**src/rtl/adc_slot_responder_if.sv**
```systemverilog
// Scan bus seen by one slot responder: readout drives addr/clr, responders
// return their share of the wired-OR data word.
interface adc_slot_responder_if;
    logic [7:0]  addr;
    logic [15:0] data;
    logic        clr;

    modport master (output addr, output clr, input data);
    modport slave  (input addr, input clr, output data);
endinterface

```
**src/rtl/adc_slot_responder.sv**
```systemverilog
// Single-hit ADC slot responder: trigger edge -> conversion delay -> threshold -> hold until read+cleared.
// Optional lost-trigger counter enabled by defining ADC_SLOT_LOST_CNT_EN.
module adc_slot_responder #(
    parameter int          CONV_CYCLES = 4,
    parameter logic [15:0] THRESH      = 16'd1
) (
    input  logic                  clk,
    input  logic                  rst,
    input  logic [7:0]            slot,
    adc_slot_responder_if.slave   bus,
    input  logic                  trig,
    input  logic [15:0]           adc_in,
    output logic                  valid,
    output logic [7:0]            lost
);

    localparam int CNT_W = (CONV_CYCLES > 1) ? $clog2(CONV_CYCLES) : 1;

    typedef enum logic [1:0] {
        IDLE = 2'd0,
        CONV = 2'd1,
        HOLD = 2'd2
    } state_t;

    state_t             state_reg, state_next;
    logic [CNT_W-1:0]   cnt_reg, cnt_next;
    logic [15:0]        held_reg, held_next;
    logic               valid_reg, valid_next;
    logic               rd_flag_reg, rd_flag_next;
    logic               trig_d_reg;
    logic               trig_edge;
    logic               addr_hit;

    assign trig_edge = trig & ~trig_d_reg;
    assign addr_hit  = (bus.addr == slot);

    always_ff @(posedge clk) begin
        if (rst) begin
            state_reg   <= IDLE;
            cnt_reg     <= '0;
            held_reg    <= 16'd0;
            valid_reg   <= 1'b0;
            rd_flag_reg <= 1'b0;
            trig_d_reg  <= 1'b0;
        end else begin
            state_reg   <= state_next;
            cnt_reg     <= cnt_next;
            held_reg    <= held_next;
            valid_reg   <= valid_next;
            rd_flag_reg <= rd_flag_next;
            trig_d_reg  <= trig;
        end
    end

    always_comb begin
        state_next   = state_reg;
        cnt_next     = cnt_reg;
        held_next    = held_reg;
        valid_next   = valid_reg;
        rd_flag_next = rd_flag_reg;
        case (state_reg)
            IDLE: begin
                if (trig_edge) begin
                    state_next = CONV;
                    cnt_next   = CNT_W'(CONV_CYCLES - 1);
                end
            end
            CONV: begin
                if (cnt_reg != '0) begin
                    cnt_next = cnt_reg - CNT_W'(1);
                end else if (adc_in >= THRESH) begin
                    held_next    = adc_in;
                    valid_next   = 1'b1;
                    rd_flag_next = 1'b0;
                    state_next   = HOLD;
                end else begin
                    state_next = IDLE;
                end
            end
            HOLD: begin
                // A read on the same clock as clr still counts for this scan.
                if (bus.clr && (rd_flag_reg || addr_hit)) begin
                    valid_next   = 1'b0;
                    rd_flag_next = 1'b0;
                    held_next    = 16'd0;
                    state_next   = IDLE;
                end else begin
                    rd_flag_next = rd_flag_reg | addr_hit;
                end
            end
            default: begin
                state_next = IDLE;
            end
        endcase
    end

    // Zero-latency contribution to the wired-OR data bus.
    assign bus.data = (valid_reg && addr_hit) ? held_reg : 16'd0;
    assign valid    = valid_reg;

`ifdef ADC_SLOT_LOST_CNT_EN
    logic [7:0] lost_reg;
    logic       lost_inc;

    assign lost_inc = trig_edge && ((state_reg == CONV) || (state_reg == HOLD));

    always_ff @(posedge clk) begin
        if (rst) begin
            lost_reg <= 8'd0;
        end else if (lost_inc && (lost_reg != 8'hFF)) begin
            lost_reg <= lost_reg + 8'd1;
        end
    end

    assign lost = lost_reg;
`else
    assign lost = 8'd0;
`endif

endmodule

```
**src/flat_wrapper.sv**
```systemverilog
// flat-port wrapper written by rule: the top's interface ports become plain ports
module adc_slot_responder_flat 
#(
    parameter int          CONV_CYCLES = 4,
    parameter logic [15:0] THRESH      = 16'd1
)
  (clk, rst, slot, trig, adc_in, valid, lost, bus_addr, bus_clr, bus_data);
  adc_slot_responder_if bus_i ();
  input  logic clk;
  input  logic rst;
  input  logic [7:0] slot;
  input  logic trig;
  input  logic [15:0] adc_in;
  output logic valid;
  output logic [7:0] lost;
  input wire logic [$bits(bus_i.addr)-1:0] bus_addr;
  input wire logic [$bits(bus_i.clr)-1:0] bus_clr;
  output wire logic [$bits(bus_i.data)-1:0] bus_data;
  assign bus_i.addr = bus_addr;
  assign bus_i.clr = bus_clr;
  assign bus_data = bus_i.data;
  adc_slot_responder #(.CONV_CYCLES(CONV_CYCLES), .THRESH(THRESH)) u_core (.clk(clk), .rst(rst), .slot(slot), .bus(bus_i), .trig(trig), .adc_in(adc_in), .valid(valid), .lost(lost));
endmodule
```
**config.mk**
```make
export PLATFORM = sky130hd
export DESIGN_NAME = adc_slot_responder_flat
export DESIGN_NICKNAME = d
export VERILOG_FILES = /design/src/rtl/adc_slot_responder_if.sv /design/src/rtl/adc_slot_responder.sv /design/src/flat_wrapper.sv
export SDC_FILE = /design/constraint.sdc
export NUM_CORES = 1
export LEC_CHECK = 0
export ABC_CLOCK_PERIOD_IN_PS = 1910
export BUFFER_PORTS_ARGS = -buffer_cell sky130_fd_sc_hd__buf_2
export CAP_MARGIN = 5
export CORE_ASPECT_RATIO = 0.8
export CORE_MARGIN = 2
export CORE_UTILIZATION = 35
export DETAILED_ROUTE_END_ITERATION = 8
export GPL_TIMING_DRIVEN = 1
export PLACE_DENSITY_LB_ADDON = 0.15
export SKIP_LAST_GASP = 1
export SYNTH_ARGS = -nofsm -noshare
export SYNTH_HDL_FRONTEND = slang
export SYNTH_SLANG_ARGS = --single-unit
```
**constraint.sdc**
```tcl
create_clock -name clk -period 1.91 [get_ports clk]
set_clock_uncertainty 0.2 [all_clocks]
set_input_delay 0.191 -clock clk [delete_from_list [all_inputs] [get_ports clk]]
set_output_delay 0.191 -clock clk [all_outputs]
set_load 0.005 [all_outputs]
```
======== Word level (Yosys, flattened, before mapping) ========
Cells that the tools add are included.
storage, ports and cells
  flip-flop bits (word level) ............. 23
  output and inout bits ................... 25
  word-level logic and storage cells ...... 51
operators by class
  equality and inequality tests ........... 8
  multiplexer cells ....................... 21
  bitwise operators ....................... 3
  add/sub/neg operators ................... 1
  $lt $le $gt $ge ......................... 1
  reduce and logical (&&, ||, !) cells .... 11
operators with widths
  kind                 count
  $mux 16              4
  $pmux 16 s2          1
  $ge 16x1->1 const B  1
  $mux 2               6
  $reduce_and 3->1     3
  $eq 8x8->1           1
  $ne 2x1->1 const B   4
  $mux 1               6
  $pmux 2 s3           1
  $reduce_bool 2->1    3
  $pmux 1 s2           2
  $pmux 2 s2           1
  $reduce_and 4->1     1
  $eq 2x1->1 const B   1
  $eq 2x2->1 const B   1
  $logic_and 1x1->1    2
  $logic_not 2->1      1
  $ne 2x2->1 const B   1
  $sub 2x1->2 const B  1
  $and 1x1->1          1
  $logic_or 1x1->1     1
  $not 1->1            1
  $or 1x1->1           1

======== Logic depth before layout (Yosys ltp) ========
Gate-level depths: netlist of run 1.
  word-level depth ........................ 5
  gate-level depth with buffers ........... 7

======== Worst setup path before layout of run 1 ========
Ideal clock, no wire load.
  kind .................................... reg2reg
  from .................................... reg u_core.state_reg[1]
  to ...................................... reg u_core.held_reg[0]
  period minus slack after synthesis ...... 1829 ps
  path buffers ............................ 1
  cell stages (with the launch flop) ...... 7
  slack ................................... 81 ps
  arrival time ............................ 1570 ps
  library setup time ...................... 59 ps
  path through ............................ dfxtp_1 > nand2b_1 > a41oi_1 > nand2_1 > nor2_1 > buf_4 > a22o_1
between the ends
  cells in the longest elaborated chain, start to end .. 3
  elaborated cells between the ends (all ways) .. 8
  those cells by class .................... eq/ne: 5; mux: 1; reduce/logical: 2
ends and longest elaborated chain
  what                                                 line                      RTL
  from (decl)                                          adc_slot_responder.sv:25  state_t state_reg, state_next;
  from (signal assigned)                               adc_slot_responder.sv:46  state_reg <= state_next;
  $eq 2x1->1 / $eq 2x2->1 (equally long branches)      adc_slot_responder.sv:61  case (state_reg)
  $ne 2x1->1 (no source line) (tied with other cells)  -
  $reduce_and 4->1 (no source line)                    -
  to (signal assigned)                                 adc_slot_responder.sv:48  held_reg <= held_next;
  to (decl)                                            adc_slot_responder.sv:27  logic [15:0] held_reg, held_next;
Parallel ways exist; a longest one is shown, timed or not.
A chain may end at the register's enable or synchronous reset.

======== Final worst setup path of run 1 ========
  from .................................... reg u_core.state_reg[0]
  to ...................................... reg u_core.held_reg[9]
The elaborated chain is that of the path after synthesis.

==> impl_results.md, run 1 <==
* Status: finished clean
* CTS clk-pin slew, worst paths at 0.08 ns
* Via density per instance at 4.83
* GPL Wtd Cong at 0.838
* Power Dens Cells at 639 nW/um^2
* Dominant cell type by area after synthesis: dfxtp_1
* CP startpoint kind: flip-flop
* Antenna violations before repair at 0
* R2r startpoint: u_core.state_reg[0]
* First-pass GRT wire length at 4770 um
* Setup ws final at 0.134 ns
* Worst r2r path cells at 7
* Vias in the first global route at 1067
* Synth Register Bits at 23
* Worst relative slew slack at 0.647
* Routed wire length at 3020 um
* Antenna diode instance count at 0
* Yosys warns at 0
* Clock Sinks at 23
* Worst hold slack at 0.0535 ns
* Die W at 67.1 um
* Placed cell area at 1470 um^2
* Design Area, Final at 1670 um^2
* Cell Count, Final, Fillers Out at 235
* Final core utilization at 0.544
* Number of detailed-route iterations in the first pass at 4
* PortBufs at 52
* Core area at 3060 um^2
* Fillers at 311
* Area grow syn2layout at 49.4%
* Final Max Tran Viols at 0
* Wire per inst at 12.8 um
* Minimum clock period at 1.78 ns
* CP endpoint kind: flip-flop
* Starting Density at 0.364
* Setup bufs post-CTS at 0
* Comb pwr share at 0.220
* R2R setup slack at 0.13 ns
* CP Max Fanout at 8
* Gate Count Post-Synth at 117
* Antenna Nets Post-Route at 0
* Num CTS Buffers at 3
* RSZ-0062 raised after global routing: no
* Largest net degree at the start of global routing at 19
* CP endpoint: u_core.held_reg[9]
* Final setup viols at 0
* DRC at 0
* Clock Tree Root: clkbuf_8
* Gr usage total at 0.178
* Leak at 0.834 nW
* Pwr Total at 1.06 mW
* FF-to-FF End: u_core.held_reg[9]
* Largest cells by area after synthesis: dfxtp_1 (41%), a22o_1 (13%), and3_1 (9.5%), xnor2_1 (6.3%), buf_4 (6.1%)
* Congestion Overflow GR at 0
* Worst setup path start: u_core.state_reg[0]
* Die Ht at 54.5 um
* Max-cap violation count at 0
* Cell-internal power at 791 uW
* Hold Path Class: in2reg
* Clock Latency Late Sink at 0.26 ns
* Max FFs per register at 16
* FP Rows at 18
* DIE AREA at 3660 um^2
* Post-synth EDFFs at 0
* Main synth FF type: dfxtp_1
* Pre-CTS setup slack at -0.178 ns
* Max VDD drop at 0.488 mV
* Async S/R FF share, synth at 0
* Setup CP Type: reg2reg
* Fin crit share at 0.930
* Placed insts at 217
* Total number of vias at 1135
* Fmax at 563 MHz
* Final Hold Viols at 0
* Worst Path Required at 1.87 ns
* Dpl hpwl at 2140 um
* CTS tree: done
* Worst-margin pin slew at 0.529 ns
* Clk buf depth at 2
* Post-synthesis sequential area ratio at 0.413
* Crit path arrival time at 1.73 ns
* Fin Setup TNS at 0 ns
* Synth Area per Inst at 9.53 um^2
* Count of cell types in the netlist at 27
* Num ports at 61
* Net Sw Frac at 0.257
* H-tree depth at 1
* Clk pwr share at 0.277
* Yosys top cell area share at 0.413
* Layout cells sized above 1 at 0.369
* Initial DRC count at 39
* Nets at 233
* Synth Cell Area at 1110 um^2
* Fraction of power consumed by sequential logic at 0.502
* Sw power at 273 uW
==> how the worst min path moves through the flow <==
stage | startpoint | end | slack, ns | cells after the start
after detailed placement | adc_in[1] | u_core.held_reg[1] | 0.23 | 2
after global routing | adc_in[5] | u_core.held_reg[5] | 0.04 | 3
after floorplan | bus_clr | u_core.valid | 0.10 | 1
after CTS | adc_in[5] | u_core.held_reg[5] | 0.05 | 3
final | adc_in[5] | u_core.held_reg[5] | 0.05 | 3
after global placement | trig | u_core.trig_d_reg | 0.21 | 2
==> power groups by stage <==
stage	clock [mW]	sequential, mW	combinational [mW]
after floorplan	0	0.536	0.126
after global placement	0	0.544	0.201
after detailed placement	0	0.545	0.209
after CTS	0.302	0.534	0.232
after global routing	0.328	0.540	0.261
final	0.295	0.534	0.234
==> placed cells by master, fill, tap and decap left out, drive strengths merged, types with 2 or more instances in the layout <==
| cell | instances |
|---|---|
| a21oi | 5 |
| a22o | 16 |
| a311oi | 2 |
| and3 | 17 |
| buf | 66 |
| clkbuf | 4 |
| conb | 8 |
| dfxtp | 23 |
| dlygate4sd3 | 14 |
| inv | 3 |
| nand2 | 4 |
| nand4 | 2 |
| nor2 | 5 |
| nor2b | 2 |
| nor3 | 2 |
| nor4 | 4 |
| xnor2 | 8 |
==> critical path, cell delays in order, from the launching register on <==
cell and delay (ns):
dfxtp_1 0.32, buf_4 0.14, nor2b_1 0.16, nand2_1 0.08, nor3_1 0.29, o41ai_4 0.12
buf_4 0.18, a22o_1 0.19
==> synth_stat cells (3+ instances only) <==
library cell,n
nor4_1,4
nand2_1,4
clkbuf_1,3
nor2_1,5
a21oi_1,5
dfxtp_1,23
buf_4,9
inv_1,3
a22o_1,16
and3_1,17
xnor2_1,8
==> cells by family after synthesis <==
family | after synthesis | synth area share
AOI/OAI and AO/OA | 28 | 0.214
and+or+nand+nor | 40 | 0.204
adders and majority gates | 1 | 0.0112
buffers and inverters | 16 | 0.0909
other | 1 | 0.00336
DFF | 23 | 0.413
xor gates and xnor gates | 8 | 0.0629
==> per-layer routing <==
| metal | vias to the layer above | wire length [um] | global-route usage |
|---|---|---|---|
| met4 | 0 | 13 | 0.0408 |
| li1 | 576 | - | - |
| met5 | - | 0 | 0 |
| met2 | 32 | 1520 | 0.305 |
| met3 | 2 | 192 | 0.0556 |
| met1 | 525 | 1290 | 0.222 |
==> final cells by class <==
class | instances | area, um^2 | share of cell area
multi-input combinational | 85 | 593 | 0.356
timing repair buffer | 80 | 505 | 0.304
sequential | 23 | 460 | 0.276
tap | 40 | 50.0 | 0.0301
clock buffer | 4 | 45.0 | 0.0270
inverter | 3 | 11.3 | 0.00676
==> timing repair <==
item                       CTS  global route
hold buffers                14             0
setup endpoints to repair   16            16
resized for setup            1             2
hold endpoints to repair    15             0
Power figures use the tool's default switching activity.
==> run 2: changes to the inputs <==
ABC_AREA = 1   (was not set)
PLACE_DENSITY = 0.64   (was not set)
PLACE_DENSITY_LB_ADDON = not set   (was 0.15)
==> impl_results.md, run 2 <==
* Placed cell area at 1670 um^2 (+14%)
* Top post-synthesis cells by count: nand2_1 (33), nor2_1 (33), inv_1 (26)
* CP cell instances: inv_1 -> ha_1 -> nor2_4 -> inv_2 -> o21ai_4 -> inv_4 -> nand3_4 -> nand2_1 -> a21oi_1
* Final setup viols at 0 (unchanged)
* Worst-margin pin slew at 0.524 ns (-0.00509 ns)
* Die Ht at 60.8 um (+12%)
* DIE AREA at 4560 um^2 (+25%)
* Routed wire length at 2970 um (-1.6%)
* Design Area, Final at 1730 um^2 (+3.7%)
* Fin Setup TNS at 0 ns (unchanged)
* Congestion Overflow GR at 0 (unchanged)
* H-tree depth at 1 (unchanged)
* Antenna Nets Post-Route at 0 (unchanged)
* Gate Count Post-Synth at 199 (+70%)
* Main synth FF type: dfxtp_1
* Power Dens Cells at 646 nW/um^2 (+1.1%)
* Setup bufs post-CTS at 0 (unchanged)
* Num ports at 61 (unchanged)
* Clock Tree Root: clkbuf_8
* Yosys top cell area share at 0.326 (-0.0871)
* CTS clk-pin slew, worst paths at 0.08 ns (about the same)
* Cts hold-fix bufs at 1 (-13)
* Crit path arrival time at 1.64 ns (-0.09 ns)
* Layout cells sized above 1 at 0.356 (-0.0132)
* Post-synth EDFFs at 0 (unchanged)
* FP Rows at 20 (+2)
* Synth Area per Inst at 7.10 um^2 (-26%)
* Max-cap violation count at 0 (unchanged)
* Wire per inst at 9.73 um (-24%)
* Commonest non-fill, non-tap cell in the layout: buf_2
* CTS tree: done
* Fillers at 442 (+42%)
* Critical Path Slowest Stage Cell: dfxtp_1
* Num CTS Buffers at 3 (unchanged)
* Dpl hpwl at 2340 um (+9.0%)
* Count of cell types in the netlist at 26 (-3.7%)
* CTS-repair resized insts at 0 (-1)
* Commonest cells after routing, fill and taps aside: buf_2 (52), nand2_1 (33), nor2_1 (33)
* Synth Cell Area at 1410 um^2 (+27%)
* Dominant cell type by area after synthesis: dfxtp_1
* CP startpoint kind: flip-flop
* Post-synthesis sequential area ratio at 0.326 (-0.0871)
* Gr usage total at 0.137 (-0.0415)
* Vias in the first global route at 1151 (+7.9%)
* PortBufs at 52 (unchanged)
* Clk buf depth at 2 (unchanged)
* Area grow syn2layout at 22.2%
* DRC at 0 (unchanged)
* Setup CP Type: reg2reg
* Final Max Tran Viols at 0 (unchanged)
* Max FFs per register at 16 (unchanged)
* CP endpoint kind: flip-flop
* Minimum clock period at 1.72 ns (-0.0602 ns)
* FF/Latch Area at 460 um^2 (unchanged)
* Clock Latency Late Sink at 0.26 ns (about the same)
* Status: finished clean
* Yosys warns at 0 (unchanged)
* GPL Wtd Cong at 0.746 (-11%)
* Via density per instance at 4.20 (-13%)
* Area of the multi-input gates at 747 um^2 (+26%)
* Largest delay share family, worst path: simple AND/OR/NAND/NOR gates
* Max VDD drop at 0.465 mV (-4.7%)
* Die W at 75.0 um (+12%)
* Starting Density at 0.369 (+0.00498)
* CP Max Fanout at 18 (+10)
* RSZ-0062 raised after global routing: no
* Synth Register Bits at 23 (unchanged)
* Total number of vias at 1281 (+13%)
* Largest net degree at the start of global routing at 24 (+5)
* Async S/R FF share, synth at 0 (unchanged)
* Hold Path Class: in2reg
* Initial DRC count at 31 (-21%)
* Clock Sinks at 23 (unchanged)
* Nets at 288 (+24%)
* Final Hold Viols at 0 (unchanged)
* Worst Path Required at 1.84 ns (-0.03 ns)
* Fmax at 583 MHz (+3.5%)
* Crit path largest cell delay at 0.30 ns (-0.02 ns)
* First-pass GRT wire length at 4800 um (+0.44%)
* Leak at 0.734 nW (-12%)
* Antenna diode instance count at 0 (unchanged)
* Worst relative slew slack at 0.651 (+0.00388)
* Number of detailed-route iterations in the first pass at 4 (unchanged)
* Largest cells by area after synthesis: dfxtp_1 (33%), nand2_1 (8.8%), nor2_1 (8.8%), nand4_1 (7.1%), inv_1 (6.9%)
* WP buf/inv at 3 (+1)
* Fin crit share at 0.898 (-0.0315)
* Antenna violations before repair at 0 (unchanged)
* Core area at 3830 um^2 (+25%)
-- run 2: cell types whose count changed in the layout (fill, tap and decap cells not counted), sizes merged, moves of 3 or more --
cell / delta
nand2: +40
nor2: +30
inv: +28
and3: -17
a22o: -16
a21oi: +14
nand4: +14
dlygate4sd3: -13
buf: -12
nand3: +5
nor4: -3
xnor2: -3
-- run 2: worst register-to-register path, cell delays in order (launching register included) --
cell and delay [ns]:
dfxtp_1 0.30, inv_1 0.09, ha_1 0.20, nor2_4 0.06
inv_2 0.08, o21ai_4 0.06, inv_4 0.15, nand3_4 0.25
nand2_1 0.13, a21oi_1 0.06
-- run 2: worst paths after layout --
path	from	end	slack [ns]	depth (start not counted)
setup / recovery	u_core.cnt_reg[0]	u_core.held_reg[8]	0.19	9
hold / removal	adc_in[7]	u_core.held_reg[7]	0.01	3
setup reg to reg	u_core.cnt_reg[0]	u_core.held_reg[8]	0.19	9
hold reg to reg	u_core.held_reg[1]	u_core.held_reg[1]	0.27	2
-- run 2: cell families (layout without fill, tap and decap cells) --
| family | Yosys count | in the layout | synth area share |
|---|---|---|---|
| AOI/OAI and AO/OA | 22 | 22 | 0.117 |
| xor gates and xnor gates | 5 | 5 | 0.0310 |
| other | 1 | 8 | 0.00265 |
| and+or+nand+nor | 101 | 101 | 0.351 |
| buffers and inverters | 46 | 90 | 0.164 |
| DFF | 23 | 23 | 0.326 |
| adders and majority gates | 1 | 1 | 0.00886 |
-- run 2: routing by layer --
layer	share of wire	vias up	global-route usage
li1	-	715	-
met1	0.50	531	0.171
met2	0.42	31	0.233
met3	0.065	4	0.0465
met4	0.012	0	0.0255
met5	0	-	0
-- run 2: per-stage QoR --
stage                     setup slack [ns]  power [mW]  hold slack (ns)  std cells   util
after CTS                            0.166        1.14          0.00870        305  0.451
after floorplan                      0.379       0.781           0.0601        206      -
final                                0.194        1.11           0.0142        305  0.451
after global placement               0.227       0.825            0.206        300  0.436
after detailed placement             0.179       0.830            0.216        300  0.436
after global routing                0.0297        1.19          0.00969        305  0.451
-- run 2: cell type report --
type / instances / share of cell area
flip-flops and latches: 23 / 0.267
repair buffers: 55 / 0.165
well taps: 55 / 0.0399
multi-input cells: 137 / 0.433
clock buffers: 3 / 0.0239
inverters: 31 / 0.0688
clock inverters: 1 / 0.00290
-- run 2: power breakdown --
part           internal [mW]  switching [mW]
registers              0.516          0.0219
logic                  0.110           0.169
clock network          0.145           0.152
total                  0.772           0.343
